## src/rtl/bscan_user_chain_if.sv

```systemverilog
// Boundary-scan user chain bus: TAP-side controls, serial data and the
// parallel capture/update payloads exchanged with fabric logic.
//   master : drives SEL/TAP_RESET/CAPTURE/SHIFT/UPDATE/TDI/CAP_DATA,
//            observes TDO/UPD_DATA/UPD_VALID/LEN_ERR
//   slave  : the chain engine (opposite directions)
interface bscan_user_chain_if #(
  parameter int unsigned DATA_WIDTH = 32,
  parameter int unsigned NUM_CHAINS = 4
);
  logic [NUM_CHAINS-1:0]            SEL;
  logic                             TAP_RESET;
  logic                             CAPTURE;
  logic                             SHIFT;
  logic                             UPDATE;
  logic                             TDI;
  logic                             TDO;
  logic [NUM_CHAINS*DATA_WIDTH-1:0] CAP_DATA;
  logic [NUM_CHAINS*DATA_WIDTH-1:0] UPD_DATA;
  logic [NUM_CHAINS-1:0]            UPD_VALID;
  logic                             LEN_ERR;

  modport master (
    output SEL, TAP_RESET, CAPTURE, SHIFT, UPDATE, TDI, CAP_DATA,
    input  TDO, UPD_DATA, UPD_VALID, LEN_ERR
  );

  modport slave (
    input  SEL, TAP_RESET, CAPTURE, SHIFT, UPDATE, TDI, CAP_DATA,
    output TDO, UPD_DATA, UPD_VALID, LEN_ERR
  );
endinterface

```

## src/rtl/bscan_user_chain.sv

```systemverilog
// Multi-chain user data register engine for the boundary-scan user
// instruction. One shared shift register serves NUM_CHAINS chains; the
// chain latched at capture receives the shifted value on update, with a
// one-cycle UPD_VALID strobe.
// Ports:
//   CLK  - JTAG user clock (DRCK), rising-edge
//   RST  - synchronous active-high reset
//   bus  - bscan_user_chain_if.slave (controls, TDI/TDO, capture/update data)
// Optional feature: define BSCAN_USER_LEN_CHECK_EN to commit only scans of
// exactly DATA_WIDTH shifts and flag others on the sticky LEN_ERR.
module bscan_user_chain #(
  parameter int unsigned DATA_WIDTH = 32,
  parameter int unsigned NUM_CHAINS = 4
) (
  input  logic                 CLK,
  input  logic                 RST,
  bscan_user_chain_if.slave    bus
);

  localparam int unsigned IDX_W = (NUM_CHAINS > 1) ? $clog2(NUM_CHAINS) : 1;

  typedef enum logic [1:0] {IDLE, CAPT, SHFT, UPDT} state_e;

  state_e                           state_q;
  logic [DATA_WIDTH-1:0]            sr_q;
  logic [IDX_W-1:0]                 act_q;
  logic                             act_v_q;
  logic [NUM_CHAINS*DATA_WIDTH-1:0] upd_data_q;
  logic [NUM_CHAINS-1:0]            upd_valid_q;

  logic                             sel_any_c;
  logic [IDX_W-1:0]                 sel_idx_c;
  logic [DATA_WIDTH-1:0]            cap_slice_c;
  logic                             commit_ok_c;

`ifdef BSCAN_USER_LEN_CHECK_EN
  localparam int unsigned CNT_W = $clog2(DATA_WIDTH + 2);
  logic [CNT_W-1:0] cnt_q;
  logic             len_err_q;
  assign commit_ok_c = (cnt_q == CNT_W'(DATA_WIDTH));
  assign bus.LEN_ERR = len_err_q;
`else
  assign commit_ok_c = 1'b1;
  assign bus.LEN_ERR = 1'b0;
`endif

  // Lowest set select bit wins; walk downwards so the last hit is the lowest.
  always_comb begin
    sel_any_c = |bus.SEL;
    sel_idx_c = '0;
    for (int i = int'(NUM_CHAINS) - 1; i >= 0; i--) begin
      if (bus.SEL[i]) sel_idx_c = IDX_W'(i);
    end
  end

  // Capture value of the chain that would be selected this cycle.
  always_comb begin
    cap_slice_c = '0;
    for (int i = 0; i < int'(NUM_CHAINS); i++) begin
      if (sel_idx_c == IDX_W'(i)) cap_slice_c = bus.CAP_DATA[i*DATA_WIDTH +: DATA_WIDTH];
    end
  end

  // Scan state machine; UPD_VALID defaults low so the strobe lasts one cycle.
  always_ff @(posedge CLK) begin
    if (RST) begin
      state_q     <= IDLE;
      sr_q        <= '0;
      act_q       <= '0;
      act_v_q     <= 1'b0;
      upd_data_q  <= '0;
      upd_valid_q <= '0;
`ifdef BSCAN_USER_LEN_CHECK_EN
      cnt_q       <= '0;
      len_err_q   <= 1'b0;
`endif
    end else begin
      upd_valid_q <= '0;
      if (bus.TAP_RESET) begin
        // UPD_DATA and LEN_ERR survive a TAP reset.
        state_q <= IDLE;
        sr_q    <= '0;
        act_v_q <= 1'b0;
`ifdef BSCAN_USER_LEN_CHECK_EN
        cnt_q   <= '0;
`endif
      end else if (bus.CAPTURE) begin
        // Capture behaves identically from every state.
        if (sel_any_c) begin
          state_q <= CAPT;
          act_q   <= sel_idx_c;
          act_v_q <= 1'b1;
          sr_q    <= cap_slice_c;
`ifdef BSCAN_USER_LEN_CHECK_EN
          cnt_q   <= '0;
`endif
        end else begin
          state_q <= IDLE;
          act_v_q <= 1'b0;
        end
      end else begin
        case (state_q)
          CAPT, SHFT: begin
            if (bus.SHIFT) begin
              state_q <= SHFT;
              sr_q    <= {bus.TDI, sr_q[DATA_WIDTH-1:1]};
`ifdef BSCAN_USER_LEN_CHECK_EN
              if (cnt_q != CNT_W'(DATA_WIDTH + 1)) cnt_q <= cnt_q + CNT_W'(1);
`endif
            end else if (bus.UPDATE) begin
              state_q <= UPDT;
              if (commit_ok_c) begin
                for (int i = 0; i < int'(NUM_CHAINS); i++) begin
                  if (act_q == IDX_W'(i)) begin
                    upd_data_q[i*DATA_WIDTH +: DATA_WIDTH] <= sr_q;
                    upd_valid_q[i]                         <= 1'b1;
                  end
                end
              end
`ifdef BSCAN_USER_LEN_CHECK_EN
              else begin
                len_err_q <= 1'b1;
              end
`endif
            end
          end
          UPDT: begin
            state_q <= IDLE;
            act_v_q <= 1'b0;
          end
          default: state_q <= IDLE;
        endcase
      end
    end
  end

  assign bus.TDO       = act_v_q & sr_q[0];
  assign bus.UPD_DATA  = upd_data_q;
  assign bus.UPD_VALID = upd_valid_q;

endmodule
```

## src/flat_wrapper.sv

```systemverilog
// flat-port wrapper written by rule: the top's interface ports become plain ports
module bscan_user_chain_flat 
#(
  parameter int unsigned DATA_WIDTH = 32,
  parameter int unsigned NUM_CHAINS = 4
)
  (CLK, RST, bus_SEL, bus_TAP_RESET, bus_CAPTURE, bus_SHIFT, bus_UPDATE, bus_TDI, bus_CAP_DATA, bus_TDO, bus_UPD_DATA, bus_UPD_VALID, bus_LEN_ERR);
  bscan_user_chain_if #(.DATA_WIDTH(DATA_WIDTH), .NUM_CHAINS(NUM_CHAINS)) bus_i ();
  input  logic CLK;
  input  logic RST;
  input wire logic [$bits(bus_i.SEL)-1:0] bus_SEL;
  input wire logic [$bits(bus_i.TAP_RESET)-1:0] bus_TAP_RESET;
  input wire logic [$bits(bus_i.CAPTURE)-1:0] bus_CAPTURE;
  input wire logic [$bits(bus_i.SHIFT)-1:0] bus_SHIFT;
  input wire logic [$bits(bus_i.UPDATE)-1:0] bus_UPDATE;
  input wire logic [$bits(bus_i.TDI)-1:0] bus_TDI;
  input wire logic [$bits(bus_i.CAP_DATA)-1:0] bus_CAP_DATA;
  output wire logic [$bits(bus_i.TDO)-1:0] bus_TDO;
  output wire logic [$bits(bus_i.UPD_DATA)-1:0] bus_UPD_DATA;
  output wire logic [$bits(bus_i.UPD_VALID)-1:0] bus_UPD_VALID;
  output wire logic [$bits(bus_i.LEN_ERR)-1:0] bus_LEN_ERR;
  assign bus_i.SEL = bus_SEL;
  assign bus_i.TAP_RESET = bus_TAP_RESET;
  assign bus_i.CAPTURE = bus_CAPTURE;
  assign bus_i.SHIFT = bus_SHIFT;
  assign bus_i.UPDATE = bus_UPDATE;
  assign bus_i.TDI = bus_TDI;
  assign bus_i.CAP_DATA = bus_CAP_DATA;
  assign bus_TDO = bus_i.TDO;
  assign bus_UPD_DATA = bus_i.UPD_DATA;
  assign bus_UPD_VALID = bus_i.UPD_VALID;
  assign bus_LEN_ERR = bus_i.LEN_ERR;
  bscan_user_chain #(.DATA_WIDTH(DATA_WIDTH), .NUM_CHAINS(NUM_CHAINS)) u_core (.CLK(CLK), .RST(RST), .bus(bus_i));
endmodule
```

## config.mk

```make
export PLATFORM = sky130hd
export DESIGN_NAME = bscan_user_chain_flat
export DESIGN_NICKNAME = d
export VERILOG_FILES = /design/src/rtl/bscan_user_chain_if.sv /design/src/rtl/bscan_user_chain.sv /design/src/flat_wrapper.sv
export SDC_FILE = /design/constraint.sdc
export NUM_CORES = 1
export LEC_CHECK = 0
export BUFFER_PORTS_ARGS = -buffer_cell sky130_fd_sc_hd__buf_2
export CAP_MARGIN = 20
export CORE_AREA = 4 4 129 143
export DETAILED_ROUTE_END_ITERATION = 6
export DIE_AREA = 0 0 133 147
export HOLD_SLACK_MARGIN = 0.08
export PLACE_DENSITY = 0.8
export SETUP_SLACK_MARGIN = 0.02
export SLEW_MARGIN = 20
export SYNTH_ARGS = -nofsm -noshare
export SYNTH_HDL_FRONTEND = slang
export SYNTH_SLANG_ARGS = --single-unit
```

## constraint.sdc

```tcl
create_clock -name CLK -period 2.6 [get_ports CLK]
set_clock_uncertainty 0.15 [all_clocks]
set_input_delay 0.52 -clock CLK [delete_from_list [all_inputs] [get_ports CLK]]
set_output_delay 0.52 -clock CLK [all_outputs]
set_load 0.02 [all_outputs]
```

==> results of run 1 <==
[sequential cells by signal, summed over array words and instances (netlist names)]
| name | flops |
|---|---|
| u_core.bus.UPD_DATA | 128 |
| u_core.state_q | 2 |
| u_core.sr_q | 32 |
| u_core.bus.UPD_VALID | 4 |
| u_core.act_v_q | 1 |
| u_core.act_q | 2 |
[how the worst max path moves through the flow]
stage                                    endpoint  depth (start not counted)              start  slack (ns)
after global placement    u_core.bus.UPD_DATA[54]                          6        bus_CAPTURE        0.36
after detailed placement  u_core.bus.UPD_DATA[47]                          6        bus_CAPTURE        0.28
after CTS                 u_core.bus.UPD_DATA[47]                          6  u_core.state_q[0]        0.42
final                     u_core.bus.UPD_DATA[47]                          6  u_core.state_q[0]        0.43
after floorplan                    u_core.sr_q[0]                          7         bus_SEL[2]        0.63
after global routing      u_core.bus.UPD_DATA[46]                          6  u_core.state_q[0]        0.33
[critical path: cells and delay by family, from the launching register on]
| kind | cells | cell delay, ns |
|---|---|---|
| adders and majority gates | 1 | 0.34 |
| DFF | 1 | 0.32 |
| buffers and inverters | 1 | 0.42 |
| muxes | 1 | 0.26 |
| and+or+nand+nor | 3 | 0.55 |
[power by group]
| group | internal (W) | leakage (nW) | switching [W] |
|---|---|---|---|
| Clock | 0.00138 | 0.278 | 0.00107 |
| Sequential | 0.00261 | 1.36 | 0.0000456 |
| Combinational | 0.000198 | 2.34 | 0.000262 |
[cell type report]
| type | count | area (sq um) | area share |
|---|---|---|---|
| multi-input cells | 613 | 3770 | 0.390 |
| flip-flops and latches | 169 | 3380 | 0.350 |
| repair buffers | 300 | 1640 | 0.170 |
| clock buffers | 20 | 457 | 0.0472 |
| well taps | 234 | 293 | 0.0303 |
| clock inverters | 12 | 113 | 0.0116 |
| inverters | 2 | 7.51 | 0.000776 |
| diodes | 2 | 5.00 | 0.000518 |
[logic make-up after synthesis]
group / count (synthesis) / synth area share
flops: 169 / 0.450
fa+ha+maj: 1 / 0.00166
other cells: 1 / 0.000498
mux: 97 / 0.129
simple gates: 282 / 0.182
buf+inv: 82 / 0.0557
compound gates: 232 / 0.181
[placed cells by master (no fill, tap or decap), types with 2 or more instances in the layout]
cell type	n
buf_2	270
buf_4	25
inv_1	2
inv_6	4
and2_1	3
nor4b_4	2
nand3b_1	31
clkinv_2	3
clkbuf_16	17
nand2_1	98
a31oi_1	63
nand2b_1	2
mux2i_1	97
clkbuf_8	2
a21boi_0	26
clkinvlp_4	2
nor2b_1	36
a21oi_1	65
diode_2	2
clkinv_4	2
a21boi_1	7
buf_12	5
dfxtp_1	169
o21ai_0	29
o21ai_1	37
nor2_1	101
[routing by layer]
layer | vias to the layer above | wire length, um | GRT usage
met5 | - | 28 | 0
met4 | 6 | 688 | 0.0988
met3 | 50 | 1650 | 0.0565
met2 | 316 | 12300 | 0.422
met1 | 3339 | 9990 | 0.292
li1 | 3482 | - | -
[through the flow]
| stage | util | power (W) |
|---|---|---|
| floorplan | - | 0.00295 |
| global placement | 0.536 | 0.00317 |
| detailed placement | 0.536 | 0.00317 |
| CTS | 0.570 | 0.00560 |
| global route | 0.570 | 0.00580 |
| finish | 0.570 | 0.00557 |
==> flow_summary.ini, run 1 <==
[run_status]
status = complete, no violations

[clock_network]
cts_root_buf = clkbuf_16
cts_hold_buf = 0
clock_latency_ns = 0.43
max-clock-path-buffers = 2
clock-sinks = 169
cts_tree = built
post_cts_buffers = 0
clk_pin_slew_worst_paths_ns = 0.07
cts_resized = 0
htreeDepth = 4
numCtsBuffers = 17

[sta]
period_share = 0.833
fin_crit_ns = 2.17
setup_tns_ns = 0
fin_hold_ws_ns = 0.265
relSlewSlack = 0.609
finalSetupViolCount = 0
hold_violations = 0
rsz0062_at_grt = false
drv_slew = 0
clock.fmax_mhz = 462
fin_ws_ns = 0.433
tightest_slew_ns = 0.586

[yosys]
ys_ff_latch = 169
synth_flop_cell = dfxtp_1
synth.largest_area_cell = dfxtp_1
synth.distinct_cells = 37
ys_seq_area_frac = 0.450
syn_area_per_cell_sq_um = 8.71
synth_edf_count = 0
synthArstFlopShare = 0
syn_nets = 1004
yosysMostFrequentCell = dfxtp_1
netlist.area_leader.share = 0.450
ys_top_cells_by_area = dfxtp_1, mux2i_1, a31oi_1
netlist_area_sq_um = 7520
synthCells = 864
synth_commonest_cells = dfxtp_1, nor2_1, nand2_1, mux2i_1, a21oi_1
ys_warn_count = 0

[setup_path]
r2r_end = u_core.bus.UPD_DATA[47]
start_kind = register
crit_arrival_ns = 2.31
crit_fanout = 21
cpMaxStageDelayCell = buf_4
reg2reg_slack_ns = 0.43
path_class = register to register
critical_path.max_stage_delay_ns = 0.42
end_kind = register
cp_cell_sequence = ha_1 > nand4bb_4 > nor4b_4 > buf_4 > mux2i_1 > nor2_1
r2r-start = u_core.state_q[0]
cp.required_ns = 2.74
r2r_cells = 6

[grt]
grt_pass1_vias = 7010
grt_max_degree = 135
grtUsageTotal = 0.244
grt-ovfl-total = 0
antenna_found_initial = 5
grt_pass1_wl_um = 38100

[power_and_ir_drop]
powerDensity_nw_per_um2 = 576
ir_worst_vdd_mv = 0.523
leakage_nw = 3.98

[placed_design]
routabilityCongestion = 0.896
dpl.hpwl_um = 17600
post-place-ws_ns = 0.281
placed_cells = 1318
port_buffers = 271
placed_cell_area_sq_um = 9090

[final_layout]
layout.nets = 1243
area_growth_pct = 28.5
num-fill-cells = 1562
design_area_sq_um = 9670
final_cells = 1352
drive_above_1_share = 0.306

[min_path]
whs_endpoint = u_core.state_q[1]
hp-start = bus_UPDATE
holdPathStages = 2
hold_path.class = primary input to register

[die]
die_area_sq_um = 19600
die_y_um = 147
coreArea_sq_um = 17000
start_util = 0.444
ioPinCount = 273
die_w_um = 133
row_count = 50

[route]
drc = 0
drt_iter0_markers = 496
drt-total-wl_um = 24700
avgViaCountPerCell = 5.32
vias = 7193
wl_per_cell_um = 18.2
ant_nets = 0
drt_first_pass_iters = 5

[flow_run]
maxCapViolations = 0
Power figures use the tool's default switching activity.
==> run 2: changes to the inputs <==
- PLACE_DENSITY: 0.8 -> 0.82
- clock period: 2.6 -> 1.75 ns (I/O delays scaled with it)
==> flow_summary.ini, run 2 (synthesis results as in run 1) <==
[run_status]
status = finished, violations left
violations = negative setup slack

[final_layout]
mostFrequentLayoutCell = buf_2
layout.nets = 1289
drive_above_1_share = 0.363
num-fill-cells = 1440
largest_register_ffs = 128
area_growth_pct = 40.4
final_cells = 1398
design_area_sq_um = 10600
layout_common_cells = buf_2, dfxtp_1, nor2_1, mux2i_1, nand2_1

[clock_network]
clock-sinks = 169
numCtsBuffers = 17
cts_tree = built
max-clock-path-buffers = 2
htreeDepth = 4
clock_latency_ns = 0.44
cts_root_buf = clkbuf_16
clk_pin_slew_worst_paths_ns = 0.07

[sta]
hold_violations = 0
fin_ws_ns = -0.373
period_share = 1.21
finalSetupViolCount = 131
fin_crit_ns = 2.12
drv_slew = 0
clock.fmax_mhz = 471
rsz0062_at_grt = true

[route]
wl_per_cell_um = 20.0
drt_iter0_markers = 506
vias = 7650
met3_length_um = 1850
drc = 0
met2_length_um = 13900
ant_nets = 0
top_layer_used = met5
drt-met1-wl_um = 11100
drt_first_pass_iters = 5
avgViaCountPerCell = 5.47
drt-total-wl_um = 28000

[grt]
antenna_found_initial = 3
grtUsageTotal = 0.263
grt_pass1_vias = 7270
grt_max_degree = 80
grt-ovfl-total = 0
grt_pass1_wl_um = 40400

[setup_path]
cp_cell_sequence = ha_4 > nand4bb_4 > buf_12 > nor4_4 > buf_4 > clkbuf_16 > mux2i_1 > nor2_1
start_kind = register
crit_fanout = 6
cpMaxStageDelayCell = dfxtp_2
end_kind = register
crit_arrival_ns = 2.28
path_class = register to register
cp.required_ns = 1.91
crit_buf_inv = 3
r2r_cells = 8
critical_path.max_stage_delay_ns = 0.34
cp_num_cells = 8
path_delay_family = buffers and inverters

[power_and_ir_drop]
leakage_nw = 4.39
powerDensity_nw_per_um2 = 789
ir_worst_vdd_mv = 0.669

[placed_design]
port_buffers = 271
routabilityCongestion = 0.869
placed_cells = 1333
dpl.hpwl_um = 18300
placed_cell_area_sq_um = 9280

[die]
coreArea_sq_um = 17000
die_area_sq_um = 19600
start_util = 0.444
ioPinCount = 273
die_y_um = 147
row_count = 50
die_w_um = 133

[min_path]
hold_path.class = primary input to register
holdPathStages = 3

[flow_run]
maxCapViolations = 0
-- run 2: routing by layer --
layer  global-route usage  vias to the layer above
met5                    0                        -
met4                0.116                        2
met3               0.0651                       82
met2                0.463                      344
met1                0.302                     3640
li1                     -                     3582
-- run 2: cell type report --
type	instances	area, sq um	area share
sequential	169	3390	0.321
timing repair buffer	346	2370	0.224
inverter	2	7.51	0.000711
clock buffer	17	425	0.0403
tap	234	293	0.0277
antenna	2	5.00	0.000474
clock inverter	15	131	0.0124
multi-input combinational	613	3940	0.373
-- run 2: what timing repair did --
| item | CTS | global route |
|---|---|---|
| gates resized for setup | 33 | 48 |
| buffers inserted | 9 | 7 |
| pin swaps | 4 | 35 |
| cloned | 9 | 6 |
| endpoints found under the hold margin | 4 | 0 |
| setup endpoints to repair | 152 | 163 |
| hold buffers | 4 | 0 |
-- run 2: through the flow --
stage	util	hold WS [ns]	TNS (ns)	power [W]	setup WS, ns
CTS	0.605	0.0824	-29.04	0.00832	-0.295
detailed placement	0.547	0.294	-34.66	0.00475	-0.303
finish	0.623	0.0970	-34.65	0.00833	-0.373
global route	0.623	0.0925	-44.48	0.00861	-0.453
global placement	0.547	0.289	-28.79	0.00473	-0.264
floorplan	-	0.289	-5.28	0.00440	-0.0831
-- run 2: worst min-delay path, stage by stage --
cell and delay [ns]:
buf_2 0.08, a31oi_1 0.07, a31oi_1 0.14
-- run 2: path summary, 6_finish.rpt --
path | from | to | slack, ns
setup / recovery | u_core.state_q[0] | u_core.bus.UPD_DATA[22] | -0.37
hold / removal | bus_CAP_DATA[115] | u_core.sr_q[19] | 0.1
setup reg to reg | u_core.state_q[0] | u_core.bus.UPD_DATA[22] | -0.37
hold reg to reg | u_core.bus.UPD_DATA[102] | u_core.bus.UPD_DATA[102] | 0.30
-- run 2: power breakdown --
part           switching (W)  total [W]  internal [W]
sequential         0.0000754    0.00396       0.00388
clock                0.00174    0.00361       0.00187
combinational       0.000421   0.000759      0.000338
